--- config.mk ---
export PLATFORM = sky130hd
export DESIGN_NAME = bin_to_bcd_seq
export DESIGN_NICKNAME = d
export VERILOG_FILES = /design/src/rtl/bin_to_bcd_seq.sv
export SDC_FILE = /design/constraint.sdc
export NUM_CORES = 1
export LEC_CHECK = 0
export ABC_AREA = 1
export CAP_MARGIN = 30
export CORE_MARGIN = 4
export CORE_UTILIZATION = 50
export DETAILED_ROUTE_END_ITERATION = 8
export PLACE_DENSITY_LB_ADDON = 0.12
export REMOVE_ABC_BUFFERS = 1
export SETUP_SLACK_MARGIN = 0.1
export SYNTH_ARGS = -nofsm -noshare
export SYNTH_HDL_FRONTEND = slang
export SYNTH_SLANG_ARGS = --single-unit
--- constraint.sdc ---
create_clock -name clk -period 2 [get_ports clk]
set_input_delay 0.6 -clock clk [delete_from_list [all_inputs] [get_ports clk]]
set_output_delay 0.6 -clock clk [all_outputs]
set_load 0.02 [all_outputs]
--- src/rtl/bin_to_bcd_seq.sv ---
// Sequential binary-to-BCD converter (shift-add-3).
// One iteration per clock, start/done handshake, overflow flag.
module bin_to_bcd_seq #(
  parameter int BIN_W      = 8,
  parameter int BCD_DIGITS = 3
) (
  input  logic                    clk,
  input  logic                    rst_n,
  input  logic                    start,
  input  logic [BIN_W-1:0]        bin_in,
  output logic                    busy,
  output logic                    done,
  output logic [4*BCD_DIGITS-1:0] bcd_out,
  output logic                    ovf
);

  localparam int ACC_W = 4 * BCD_DIGITS;
  localparam int CNT_W = (BIN_W > 1) ? $clog2(BIN_W) : 1;
  localparam logic [CNT_W-1:0] LAST = CNT_W'(BIN_W - 1);

  typedef enum logic {IDLE, CONV} state_t;

  state_t           r_state;
  logic [BIN_W-1:0] r_bin;
  logic [ACC_W-1:0] r_acc;
  logic [CNT_W-1:0] r_cnt;
  logic             r_ovf_acc;
  logic             r_busy;
  logic             r_done;
  logic [ACC_W-1:0] r_bcd;
  logic             r_ovf;

  logic [ACC_W-1:0] w_adj;
  logic [ACC_W-1:0] w_acc_nxt;
  logic             w_carry;

  always_comb begin
    w_adj = '0;
    for (int d = 0; d < BCD_DIGITS; d++) begin
      if (r_acc[4*d +: 4] >= 4'd5)
        w_adj[4*d +: 4] = r_acc[4*d +: 4] + 4'd3;
      else
        w_adj[4*d +: 4] = r_acc[4*d +: 4];
    end
  end

  // A set MSB after adjust is a carry into the missing next digit.
  assign w_carry   = w_adj[ACC_W-1];
  assign w_acc_nxt = {w_adj[ACC_W-2:0], r_bin[BIN_W-1]};

  always_ff @(posedge clk) begin
    if (!rst_n) begin
      r_state   <= IDLE;
      r_bin     <= '0;
      r_acc     <= '0;
      r_cnt     <= '0;
      r_ovf_acc <= 1'b0;
      r_busy    <= 1'b0;
      r_done    <= 1'b0;
      r_bcd     <= '0;
      r_ovf     <= 1'b0;
    end else begin
      r_done <= 1'b0;
      unique case (r_state)
        IDLE: begin
          if (start) begin
            r_bin     <= bin_in;
            r_acc     <= '0;
            r_cnt     <= '0;
            r_ovf_acc <= 1'b0;
            r_busy    <= 1'b1;
            r_state   <= CONV;
          end
        end
        CONV: begin
          r_bin     <= r_bin << 1;
          r_acc     <= w_acc_nxt;
          r_ovf_acc <= r_ovf_acc | w_carry;
          r_cnt     <= r_cnt + CNT_W'(1);
          if (r_cnt == LAST) begin
            r_bcd   <= w_acc_nxt;
            r_ovf   <= r_ovf_acc | w_carry;
            r_done  <= 1'b1;
            r_busy  <= 1'b0;
            r_state <= IDLE;
          end
        end
        default: r_state <= IDLE;
      endcase
    end
  end

  assign busy    = r_busy;
  assign done    = r_done;
  assign bcd_out = r_bcd;
  assign ovf     = r_ovf;

endmodule

Word level (Yosys, flattened, before mapping):

Cells that the tools add are included.

* add/sub/neg operators: 4
* order comparisons: 3
* equality and inequality tests: 3
* multiplexer cells: 18
* reductions and logical operators: 3
* bitwise operators: 2

Operator list (number)
* $pmux W12 S2: 1
* $pmux W8 S2: 1
* $add A4 B2 Y4 const B: 3
* $ge A4 B3 Y1 const B: 3
* $mux W12: 1
* $mux W4: 3
* $mux W8: 1
* $mux W1: 6
* $pmux W1 S2: 3
* $pmux W3 S2: 1
* $reduce_and A2 Y1: 3
* $add A3 B1 Y3 const B: 1
* $eq A3 B3 Y1 const B: 1
* $mux W3: 1
* $ne A2 B1 Y1 const B: 1
* $ne A2 B2 Y1 const B: 1
* $not A1 Y1: 1
* $or A1 B1 Y1: 1

* word-level logic and storage cells: 42
* output and inout port bits: 15
* flip-flop bits (word level): 40

Depth between registers and ports, before layout:

* depth after elaboration: 4
* mapped depth: 9

Worst setup path after synthesis:

Ideal clock, no wire load.

* kind: input to register
* from: input rst_n
* to: register r_bcd[8] (netlist: bcd_out[8])
* data arrival time: 1193 ps
* slack: 694 ps
* path buffers: 2
* cell stages on the path: 6
* path through: buf_4 > inv_2 > nor2_2 > buf_4 > nand3_1 > nand2_1

RTL lines
* start: declaration: line 8 `input logic rst_n,`
* end signal: assignment: line 81 `r_bcd <= w_acc_nxt;`
* end: declaration: line 30 `logic [ACC_W-1:0] r_bcd;`

Worst setup path after layout:

* from: register r_bcd[0] (netlist: bcd_out[0])
* to: output bcd_out[0]

RTL lines
* end: declaration: line 13 `output logic [4*BCD_DIGITS-1:0] bcd_out,`

No word-level cell between the ends.

==> impl_metrics.csv <==
group,metric,value,unit
global_route,grt_max_degree,15,
worst_setup_path,required,1400,ps
synth,ys_ff_latch,40,
synth,netlist_instances,257,
timing,skew,7.60,ps
pwr,p_int,0.00130,W
worst_setup_path,worst-endpoint-arrival,1250,ps
drt,wl,3.78,mm
timing,timing.final.ws_setup,154,ps
synth,ys_types,20,
worst_setup_path,endpoint_kind,"primary output",
drt,wl_per_cell,11.2,um
pwr,cellLeakagePower,1.09,nW
worst_setup_path,path_buf_inv,1,
timing,period_needed,1850,ps
placement,place_inst,328,
timing,maxSlewHeadroom,0.752,
finish,nFillCells,326,
global_route,grt_pass1_vias,1488,
drt,drc_errors,0,
synth,netlist.area_leader.share,0.435,
worst_setup_path,cpMaxStageDelayCell,"clkdlybuf4s50_1",
clock_network,cts_tree,"done",
synth,ys_async_sr_fraction,0,
timing,max_slew.worst_pin.slew,368,ps
floorplanning,die-area,4720,um^2
synth,synth_commonest_cells,"nand2_1, dfxtp_1, nand3_1, inv_1, a21oi_1",
drt,first_iter_violations,119,
floorplanning,core,3440,um^2
timing,slew_viol_final,0,
global_route,grt_overflow_total,0,
worst_setup_path,r2r_cells,6,
pwr,sw_frac_of_total,0.209,
worst_setup_path,start_kind,"flip-flop",
status,status,"finished, final reports clean",
drt,drtPass1Iterations,4,
floorplanning,ioPinCount,26,
clock_network,cts.clk_slew.worst_paths,70,ps
clock_network,clk_latency,290,ps
synth,yosysMostFrequentCell,"nand2_1",
floorplanning,fp.dieW,68.7,um
drt,via_per_inst,4.84,
worst_setup_path,crit_family,"buffers and inverters",
clock_network,htreeDepth,2,
synth,synth-edff-count,0,
worst_setup_path,cpPeakStageDelay,610,ps
timing,rsz0062_at_grt,"no",
synth,yosys_warnings,0,
global_route,antenna_found_initial,0,
global_route,grt_pass1_wl,6.54,mm
placement,gp_congestion,0.835,
timing,finalCritPeriodShare,0.923,
timing,finalSetupTns,0,ps
worst_setup_path,cp_max_fo,2,
finish,drive_gt1_frac,0.100,
floorplanning,die_h,68.7,um
clock_network,cts_sinks,40,
finish,multi_input_area,850,um^2
worst_setup_path,cp.depth,1,
pwr,pwr_density_cell,718,nW/um^2
pwr,power_frac_clock,0.430,
worst_setup_path,worstPathCellList,"clkdlybuf4s50_1",
synth,syn_area_per_cell,7.16,um^2
synth,seq_area_frac_synth,0.435,
timing,clock.fmax,0.542,GHz
finish,fin_nets,308,
floorplanning,initial_core_util,0.535,
clock_network,clock-root-buffer,"clkbuf_8",
pwr,p_seq_frac,0.499,
hold_path,hold_path.class,"flip-flop to flip-flop",
global_route,grtUsageTotal,0.186,
clock_network,numCtsBuffers,5,
synth,synth_top_cells_by_area,"dfxtp_1, nand2_1, nand3_1",
worst_setup_path,critPathKind,"flip-flop to primary output",
synth,syn-cell-area,1840,um^2
pwr,p_comb_frac,0.072,
pwr,p_switching,0.000344,W
clock_network,cts_buffer_depth,2,
finish,instances_no_fill,336,
timing,hold_viol,0,
finish,seqCellArea,801,um^2
drt,vias,1625,
floorplanning,rows,21,
placement,post-dp-hpwl,2.81,mm
finish,n_antenna_cell,0,
timing,setup_violations,0,
hold_path,holdPathStages,2,
placement,io_buffers,25,
synth,synth_top_area_cell,"dfxtp_1",
finish,area_growth,24.7,%
run,cap_viol_max_count,0,
synth,synth_flop_cell,"dfxtp_1",
pwr,peakVddDrop,0.529,mV
placement,place_ws,203,ps
drt,drtAntennaViolNets,0,
==> metal layers <==
layer  wire length [um]  global-route usage  vias to the layer above
met3                136              0.0600                        2
met5                  0                   0                        -
met2               1740               0.300                       27
met4                 19              0.0521                        0
li1                   -                   -                      872
met1               1880               0.238                      724
==> state kept, by name, summed over array words and instances, names as in the netlist <==
register,count
r_bin,8
ovf,1
bcd_out,12
r_acc,12
done,1
r_state,1
busy,1
r_ovf_acc,1
r_cnt,3
==> per-stage QoR <==
step           total power [W]  area (um^2)   util  hold WS [ps]
6_report               0.00165         2290  0.667           453
5_1_grt                0.00172         2290  0.667           465
4_1_cts                0.00166         2290  0.664           456
3_5_place_dp          0.000958         2160  0.628           443
3_3_place_gp          0.000957         2160  0.628           441
2_1_floorplan         0.000895         1780      -           432
==> cell type report <==
| class | count | area share |
|---|---|---|
| multi-input cells | 173 | 0.370 |
| flip-flops and latches | 40 | 0.349 |
| repair buffers | 35 | 0.145 |
| clock inverters | 1 | 0.0131 |
| well taps | 46 | 0.0251 |
| clock buffers | 7 | 0.0420 |
| inverters | 34 | 0.0556 |
==> cells by family after synthesis <==
family,after synthesis,synth area share
AOI/OAI and AO/OA,36,0.110
DFF,40,0.435
buffers and inverters,44,0.103
muxes,1,0.00544
adders and majority gates,8,0.0544
and+or+nand+nor,128,0.292
==> power groups by stage <==
stage	logic, W	registers [W]	clock network, W
floorplan	0.0000511	0.000844	0
CTS	0.000120	0.000821	0.000721
detailed placement	0.000119	0.000839	0
finish	0.000118	0.000821	0.000708
global placement	0.000117	0.000840	0
global route	0.000132	0.000823	0.000766
==> path summary, 6_finish.rpt <==
check                     startpoint  slack, ps                      end
max          bcd_out[0]$_SDFFE_PN0P_        150               bcd_out[0]
min                 ovf$_SDFFE_PN0P_        450         ovf$_SDFFE_PN0P_
max reg2reg    r_cnt[0]$_SDFFE_PN0P_        580  bcd_out[3]$_SDFFE_PN0P_
min reg2reg         ovf$_SDFFE_PN0P_        450         ovf$_SDFFE_PN0P_
==> cells in the final DEF (no fill, tap or decap), types with 3 or more instances in the layout <==
cell             count
nand3_1             35
o21ai_0             11
dlymetal6s2s_1       3
inv_1               29
buf_4               10
nand2_1             81
clkdlybuf4s50_1     22
inv_2                5
dfxtp_1             40
ha_1                 8
a21oi_1             17
nor2_1               9
clkbuf_8             7
==> timing repair <==
item / 4_1_cts / 5_1_grt
hold buffers: 0 / 0
buffers inserted: 0 / 0
resized for setup: 0 / 3
endpoints found under the setup margin: 0 / 3
endpoints found under the hold margin: 0 / 0
Note: power is estimated with default switching activity, not from simulation.
